===== src/rtl/fetch_prefetch_unit.sv =====
// IF-stage prefetcher: credit-limited in-order imem reads feeding a small FIFO of {pc, instr}.
// Optional FETCH_PERF_CNT_EN adds saturating discard/bubble counters.
module fetch_prefetch_unit #(
  parameter int              XLEN      = 32,
  parameter int              DEPTH     = 4,
  parameter int              MAX_OUTST = 2,
  parameter logic [XLEN-1:0] RESET_PC  = '0
) (
  input  logic            clk,
  input  logic            rst,
  output logic            imem_req_valid,
  input  logic            imem_req_ready,
  output logic [XLEN-1:0] imem_req_addr,
  input  logic            imem_rsp_valid,
  input  logic [XLEN-1:0] imem_rsp_data,
  input  logic            StallF,
  input  logic            PCSrcE,
  input  logic [XLEN-1:0] PCTargetE,
  output logic [XLEN-1:0] InstrF,
  output logic [XLEN-1:0] PCF,
  output logic [XLEN-1:0] PCPlus4F,
  output logic            InstrValidF,
  output logic [31:0]     perf_discard_cnt,
  output logic [31:0]     perf_bubble_cnt
);
  localparam int AW = $clog2(DEPTH);
  localparam int CW = $clog2(DEPTH + 1);
  localparam int OW = $clog2(MAX_OUTST + 1);
  localparam logic [XLEN-1:0] NOP = XLEN'(32'h0000_0013);

  logic [XLEN-1:0] instr_q [DEPTH];
  logic [XLEN-1:0] pc_q    [DEPTH];
  logic [AW-1:0]   head, tail;
  logic [CW-1:0]   count;
  logic [OW-1:0]   outst, discard;
  logic [XLEN-1:0] fetch_pc, rsp_pc, target_pc;
  logic            accept, drop, push, deq, empty;
  logic            unused_tgt;

  assign unused_tgt = ^PCTargetE[1:0];
  assign target_pc  = {PCTargetE[XLEN-1:2], 2'b00};
  assign empty      = (count == '0);

  // Credit rule: every request in flight already owns a FIFO slot.
  assign imem_req_valid = rst && (int'(outst) < MAX_OUTST) &&
                          (int'(count) + int'(outst) < DEPTH);
  assign imem_req_addr  = fetch_pc;
  assign accept         = imem_req_valid && imem_req_ready;
  assign drop           = imem_rsp_valid && (PCSrcE || (discard != '0));
  assign push           = imem_rsp_valid && !drop;
  assign deq            = !empty && !StallF && !PCSrcE;

  always_ff @(posedge clk or negedge rst) begin
    if (!rst) begin
      head     <= '0;
      tail     <= '0;
      count    <= '0;
      outst    <= '0;
      discard  <= '0;
      fetch_pc <= RESET_PC;
      rsp_pc   <= RESET_PC;
    end else begin
      outst <= outst + OW'(accept) - OW'(imem_rsp_valid);
      if (PCSrcE) begin
        // Everything still in flight after this edge belongs to the old path.
        discard  <= outst + OW'(accept) - OW'(imem_rsp_valid);
        fetch_pc <= target_pc;
        rsp_pc   <= target_pc;
        head     <= '0;
        tail     <= '0;
        count    <= '0;
      end else begin
        if (accept) fetch_pc <= fetch_pc + XLEN'(4);
        if (drop)   discard  <= discard - OW'(1);
        if (push) begin
          rsp_pc <= rsp_pc + XLEN'(4);
          tail   <= tail + AW'(1);
        end
        if (deq) head <= head + AW'(1);
        count <= count + CW'(push) - CW'(deq);
      end
    end
  end

  always_ff @(posedge clk) begin
    if (push) begin
      instr_q[tail] <= imem_rsp_data;
      pc_q[tail]    <= rsp_pc;
    end
  end

  // Head presentation; when empty PCF shows the PC of the next expected word.
  assign InstrValidF = !empty;
  assign InstrF      = empty ? NOP : instr_q[head];
  assign PCF         = empty ? rsp_pc : pc_q[head];
  assign PCPlus4F    = PCF + XLEN'(4);

  assert property (@(posedge clk) disable iff (!rst) !(push && (count == CW'(DEPTH))));

`ifdef FETCH_PERF_CNT_EN
  function automatic logic [31:0] sat_inc(input logic [31:0] v);
    return (v == 32'hFFFF_FFFF) ? v : v + 32'd1;
  endfunction

  logic [31:0] discard_cnt, bubble_cnt;

  always_ff @(posedge clk or negedge rst) begin
    if (!rst) begin
      discard_cnt <= '0;
      bubble_cnt  <= '0;
    end else begin
      if (drop)            discard_cnt <= sat_inc(discard_cnt);
      if (empty && !StallF) bubble_cnt <= sat_inc(bubble_cnt);
    end
  end

  assign perf_discard_cnt = discard_cnt;
  assign perf_bubble_cnt  = bubble_cnt;
`else
  assign perf_discard_cnt = 32'h0;
  assign perf_bubble_cnt  = 32'h0;
`endif

endmodule

===== config.mk =====
export PLATFORM = sky130hd
export DESIGN_NAME = fetch_prefetch_unit
export DESIGN_NICKNAME = d
export VERILOG_FILES = /design/src/rtl/fetch_prefetch_unit.sv
export SDC_FILE = /design/constraint.sdc
export NUM_CORES = 1
export LEC_CHECK = 0
export ABC_AREA = 1
export CAP_MARGIN = 30
export CORE_ASPECT_RATIO = 0.8
export CORE_MARGIN = 5
export CORE_UTILIZATION = 45
export CTS_BUF_LIST = sky130_fd_sc_hd__clkbuf_2 sky130_fd_sc_hd__clkbuf_4 sky130_fd_sc_hd__clkbuf_8
export DETAILED_ROUTE_END_ITERATION = 10
export PLACE_DENSITY = 0.67
export REMOVE_ABC_BUFFERS = 1
export SLEW_MARGIN = 20
export SYNTH_ARGS = -nofsm -noshare
export SYNTH_HDL_FRONTEND = slang
export SYNTH_SLANG_ARGS = --single-unit

===== constraint.sdc =====
create_clock -name clk -period 4.7 [get_ports clk]
set_input_delay 0.94 -clock clk [delete_from_list [all_inputs] [get_ports clk]]
set_output_delay 0.94 -clock clk [all_outputs]
set_load 0.03 [all_outputs]

# Word-level counts from Yosys, hierarchy flattened
# Memory sizes are Yosys's and may differ from the RTL's.
# Cells that the tools add are included.
[word_totals]
register_bits = 75
ram_bits = 256
inputBits = 70
output_inout_bits = 194
elab_cells = 55
mem_count = 2
[op_classes]
addsub = 11
order_cmp = 2
muxes = 15
n_reduce_logical = 18
[memory_table]
columns = ["memory", "words", "word_bits", "read_ports", "rd_clocked_by_memory_dff", "write_ports", "line", "source"]
rows = [
  ["instr_q", 4, 32, 1, 0, 1, "31", "logic [XLEN-1:0] instr_q [DEPTH];"],
  ["pc_q", 4, 32, 1, 0, 1, "32", "logic [XLEN-1:0] pc_q [DEPTH];"],
]
[ops]
columns = ["cell", "n"]
rows = [
  ["$mux W32", 6],
  ["$add A32 B3 Y32 const B", 3],
  ["$mux W2", 6],
  ["$reduce_bool A2 Y1", 5],
  ["$logic_and A1 B1 Y1", 7],
  ["$add A2 B1 Y2 const B", 2],
  ["$add A3 B2 Y4", 1],
  ["$logic_not A1 Y1", 4],
  ["$lt A4 B3 Y1 const B", 1],
  ["$add A3 B1 Y3", 1],
  ["$logic_not A3 Y1", 1],
  ["$mux W3", 1],
  ["$sub A3 B1 Y3", 1],
  ["$add A2 B1 Y2", 1],
  ["$lt A2 B2 Y1 const B", 1],
  ["$mux W1", 2],
  ["$sub A2 B1 Y2", 1],
  ["$sub A2 B1 Y2 const B", 1],
  ["$logic_or A1 B1 Y1", 1],
]

# Longest topological paths before layout
[depth]
ltp_word = 8
ltp_mapped = 15
ltp_nobuf = 14

# Least setup slack after synthesis
# OpenSTA, ideal clock, no wires.
[synth_timing]
path_kind = "in2reg"
start = "input port PCSrcE"
end = "memory instr_q[0][0], enable pin"
setup_time_ps = 482
arrival_time_ps = 4386
setup_slack_ps = -168
path_stages = 5
path_cell_list = "buf_2 > nor3_1 > inv_1 > clkbuf_1 > nor2_1"
[synth_between]
elab_chain_len = 6
[synth_lines]
columns = ["element", "line", "source"]
rows = [
  ["start, declared", "17", "input logic PCSrcE,"],
  ["$logic_or A1 B1 Y1", "49", "assign drop = imem_rsp_valid && (PCSrcE || (discard != '0));"],
  ["$logic_and A1 B1 Y1", "49", ""],
  ["$logic_not A1 Y1", "50", "assign push = imem_rsp_valid && !drop;"],
  ["$logic_and A1 B1 Y1", "50", ""],
  ["$mux W1", "86", "if (push) begin"],
  ["$mux W1 (implied by the code)", "87", "instr_q[tail] <= imem_rsp_data;"],
  ["end, declared", "31", ""],
]
# No other way between the ends.

# Final worst setup path
[layout_timing]
start = "register head[0]"
end = "output port PCPlus4F[5]"
[layout_between]
elab_chain_len = 3
[layout_lines]
columns = ["element", "line", "source"]
rows = [
  ["start, declared", "33", "logic [AW-1:0] head, tail;"],
  ["start signal, assigned", "79", "if (deq) head <= head + AW'(1);"],
  ["$mem_v2 Z4 W32", "--", ""],
  ["$mux W32", "95", "assign PCF = empty ? rsp_pc : pc_q[head];"],
  ["$add A32 B3 Y32", "96", "assign PCPlus4F = PCF + XLEN'(4);"],
  ["end, declared", "21", "output logic [XLEN-1:0] PCPlus4F,"],
]
# No other way between the ends.

==> run metrics <==
DR WL/cell=18.0 um; WL final=46700 um; Primary FF master, synth=edfxtp_1; worst path cell trace=buf_4 > nand2_1 > nand3_1 > nand2_1 > nand2_1 > nand2_2 > nand3_2 > xor2_1 > clkdlybuf4s50_1; clk_skew=0.0191 ns; Post-Syn Instances=1868; slew margin rel.=45.4%; total CTS buffers=52; port bufs=191; endpoints failing setup=0; routed via count=13225; FFs w/ async S/R, synth=22.3%; Seq/Total Area, Yosys=55.3%; fin nets=2154; antenna cells=0; DRT iter0 DRCs=1277; drt drc=0; HP Class=input pin to async pin; most area-hungry cell type in the Yosys netlist=edfxtp_1; Bufs on Longest Clock Path=3; die area=41000 sq um; Clock Sink Count=319; top cells by area, synth=edfxtp_1 45%, nand2_1 11%, dfrtp_1 11%; CP dominant cell by count=nand2_1; htree depth=2; crit path DAT=3.47 ns; Final min period=4.41 ns; CP Capture Type=output pin; number of synthesized flops with an enable pin=248; gr ovfl total=0; Synth-to-Final Area Change=21.0%; Die Y=182 um; CP max FO=56; startpoint types=register; Max VDD drop=0.624 mV; Ports=264; first-pass GRT wire length=71300 um; maximum capacitance violations=0; core outline area=36800 sq um; Via density=5.08; DR pass1 iterations=5; Clock transition at path regs=0.06 ns; FP Rows=63; Fin. Hold Viols=0; area share of the largest cell type after synthesis=44.7%; Yosys reg bits=319; share of cells above drive strength 1=9.89%; average size of a mapped cell=8.93 sq um; clock root buffer=clkbuf_8; slowest cell on the critical path=clkdlybuf4s50_1; crit path kind=register to output pin; Total GRT Usage=22.1%; die width=225 um; largest stage delay on the critical path=0.73 ns; pin count of the biggest net entering global routing=63; total setup buffers inserted after CTS=0; pwr dens=647 nW/um^2; Synth cell types=46; Power Total=13.1 mW; antenna violations before repair=0; CTS tree=built; initial cell density of the core=45.3%; # hold bufs at CTS=0; ANT nets after route=0; number of gates resized after cts=0; filler cell count=3263; synthesized area=16700 sq um; critical path required time=3.76 ns; vias in the first global route=12554; Cell Area, Placed=19100 sq um; Worst Tran Pin Value=0.817 ns; Final Max Slew Viols=0; RSZ-0062 raised after global routing=no; Lkg Pwr=8.43 nW; number of synthesis warnings=0; status=finished, final reports clean; worst skew pair latency=0.61 ns; Post-DP HPWL=32600 um; crit share post-route=93.8%; fmax=227 MHz; final instance area=20200 sq um; gpl congestion=0.925; setup TNS=0 ns
[routing by layer]
layer	global-route usage [%]	wire length (um)
met1	31.6	20500
met2	34.5	21800
met3	3.70	3150
met4	7.33	1240
met5	0	0
[through the flow]
step	instances	hold WS, ns	worst slack (ns)	utilization, %
3_3_place_gp	2503	0.518	0.937	51.9
2_1_floorplan	1798	0.496	-1.50	-
6_report	2601	0.493	0.293	54.8
4_1_cts	2601	0.439	0.254	54.8
5_1_grt	2601	0.471	0.0536	54.8
3_5_place_dp	2503	0.531	0.939	51.9
[registers in the layout (all words and copies together), names as in the netlist]
signal / cells
imem_req_addr: 30
instr_q: 128
tail: 2
count: 3
pc_q: 120
rsp_pc: 30
head: 2
outst: 2
discard: 2
[cell usage after synthesis, types with 2 or more instances]
| cell type | instances |
|---|---|
| o221ai_1 | 9 |
| a21oi_1 | 38 |
| buf_1 | 7 |
| o21ai_0 | 91 |
| ha_1 | 13 |
| or2_2 | 2 |
| nor3_1 | 21 |
| buf_2 | 30 |
| inv_2 | 5 |
| nand2_1 | 482 |
| nand2_4 | 2 |
| nor2_1 | 228 |
| nand2_2 | 24 |
| nor4_1 | 3 |
| dfrtp_1 | 71 |
| xor2_1 | 48 |
| o311ai_0 | 3 |
| o21bai_1 | 3 |
| o211ai_1 | 36 |
| inv_1 | 217 |
| nor2_2 | 22 |
| nand3_1 | 118 |
| buf_6 | 12 |
| nor2_4 | 3 |
| clkbuf_1 | 15 |
| a31oi_1 | 4 |
| nand4_1 | 20 |
| buf_4 | 74 |
| edfxtp_1 | 248 |
| xnor2_1 | 3 |
[report_power, final]
group | switching (mW) | internal, mW | total [mW]
logic | 4.50 | 2.44 | 6.94
registers | 0.288 | 3.33 | 3.62
clock network | 1.14 | 1.36 | 2.50
total | 5.93 | 7.13 | 13.1
[critical path, delay by kind of cell (launching register included)]
kind / cells / cell delay [ns]
buffers and inverters: 2 / 1.31
flip-flops: 1 / 0.63
AND/OR/NAND/NOR: 6 / 0.63
XOR/XNOR: 1 / 0.28
[area by class of cell]
type / instances / area [sq um] / share of cell area, %
Tap cell: 487 / 609 / 3.02
Timing Repair Buffer: 218 / 2450 / 12.2
Multi-Input combinational cell: 1255 / 5960 / 29.6
Inverter: 224 / 845 / 4.19
Clock inverter: 29 / 213 / 1.05
Sequential cell: 319 / 9230 / 45.8
Clock buffer: 69 / 856 / 4.24
[placed cells by master (no fill, tap or decap), drive strengths merged, types with 2 or more instances in the layout]
cell type	count
a21oi	38
a31oi	4
buf	55
bufinv	3
clkbuf	69
clkdlybuf4s50	163
clkinv	25
conb	70
dfrtp	71
edfxtp	248
ha	13
inv	224
nand2	508
nand3	119
nand4	21
nor2	253
nor3	21
nor4	4
o211ai	36
o21ai	93
o21bai	3
o221ai	9
o311ai	3
or2	2
xnor2	3
xor2	48
[worst paths after layout]
kind | start | to | slack [ns] | cells after the start
worst max-delay path | head[0] | PCPlus4F[5] | 0.29 | 9
worst min-delay path | rst | imem_req_addr[29] | 0.49 | 2
worst max register to register | count[1] | imem_req_addr[15] | 1.61 | 8
worst min register to register | outst[0] | outst[0] | 0.54 | 1
max in group asynchronous | rst | head[0] | 3.20 | 3
min in group clk | outst[0] | outst[0] | 0.54 | 1
[kinds of logic (layout without fill, tap and decap cells)]
logic type	Yosys count	count (layout)	synth area share [%]
fa+ha+maj	14	14	1.10
simple gates	930	930	23.5
xor+xnor	51	51	2.68
compound gates	190	190	6.72
buf+inv	363	540	10.7
flops	319	319	55.3
other cells	1	70	0.0225
No activity file was read; power rests on OpenSTA's default activity.
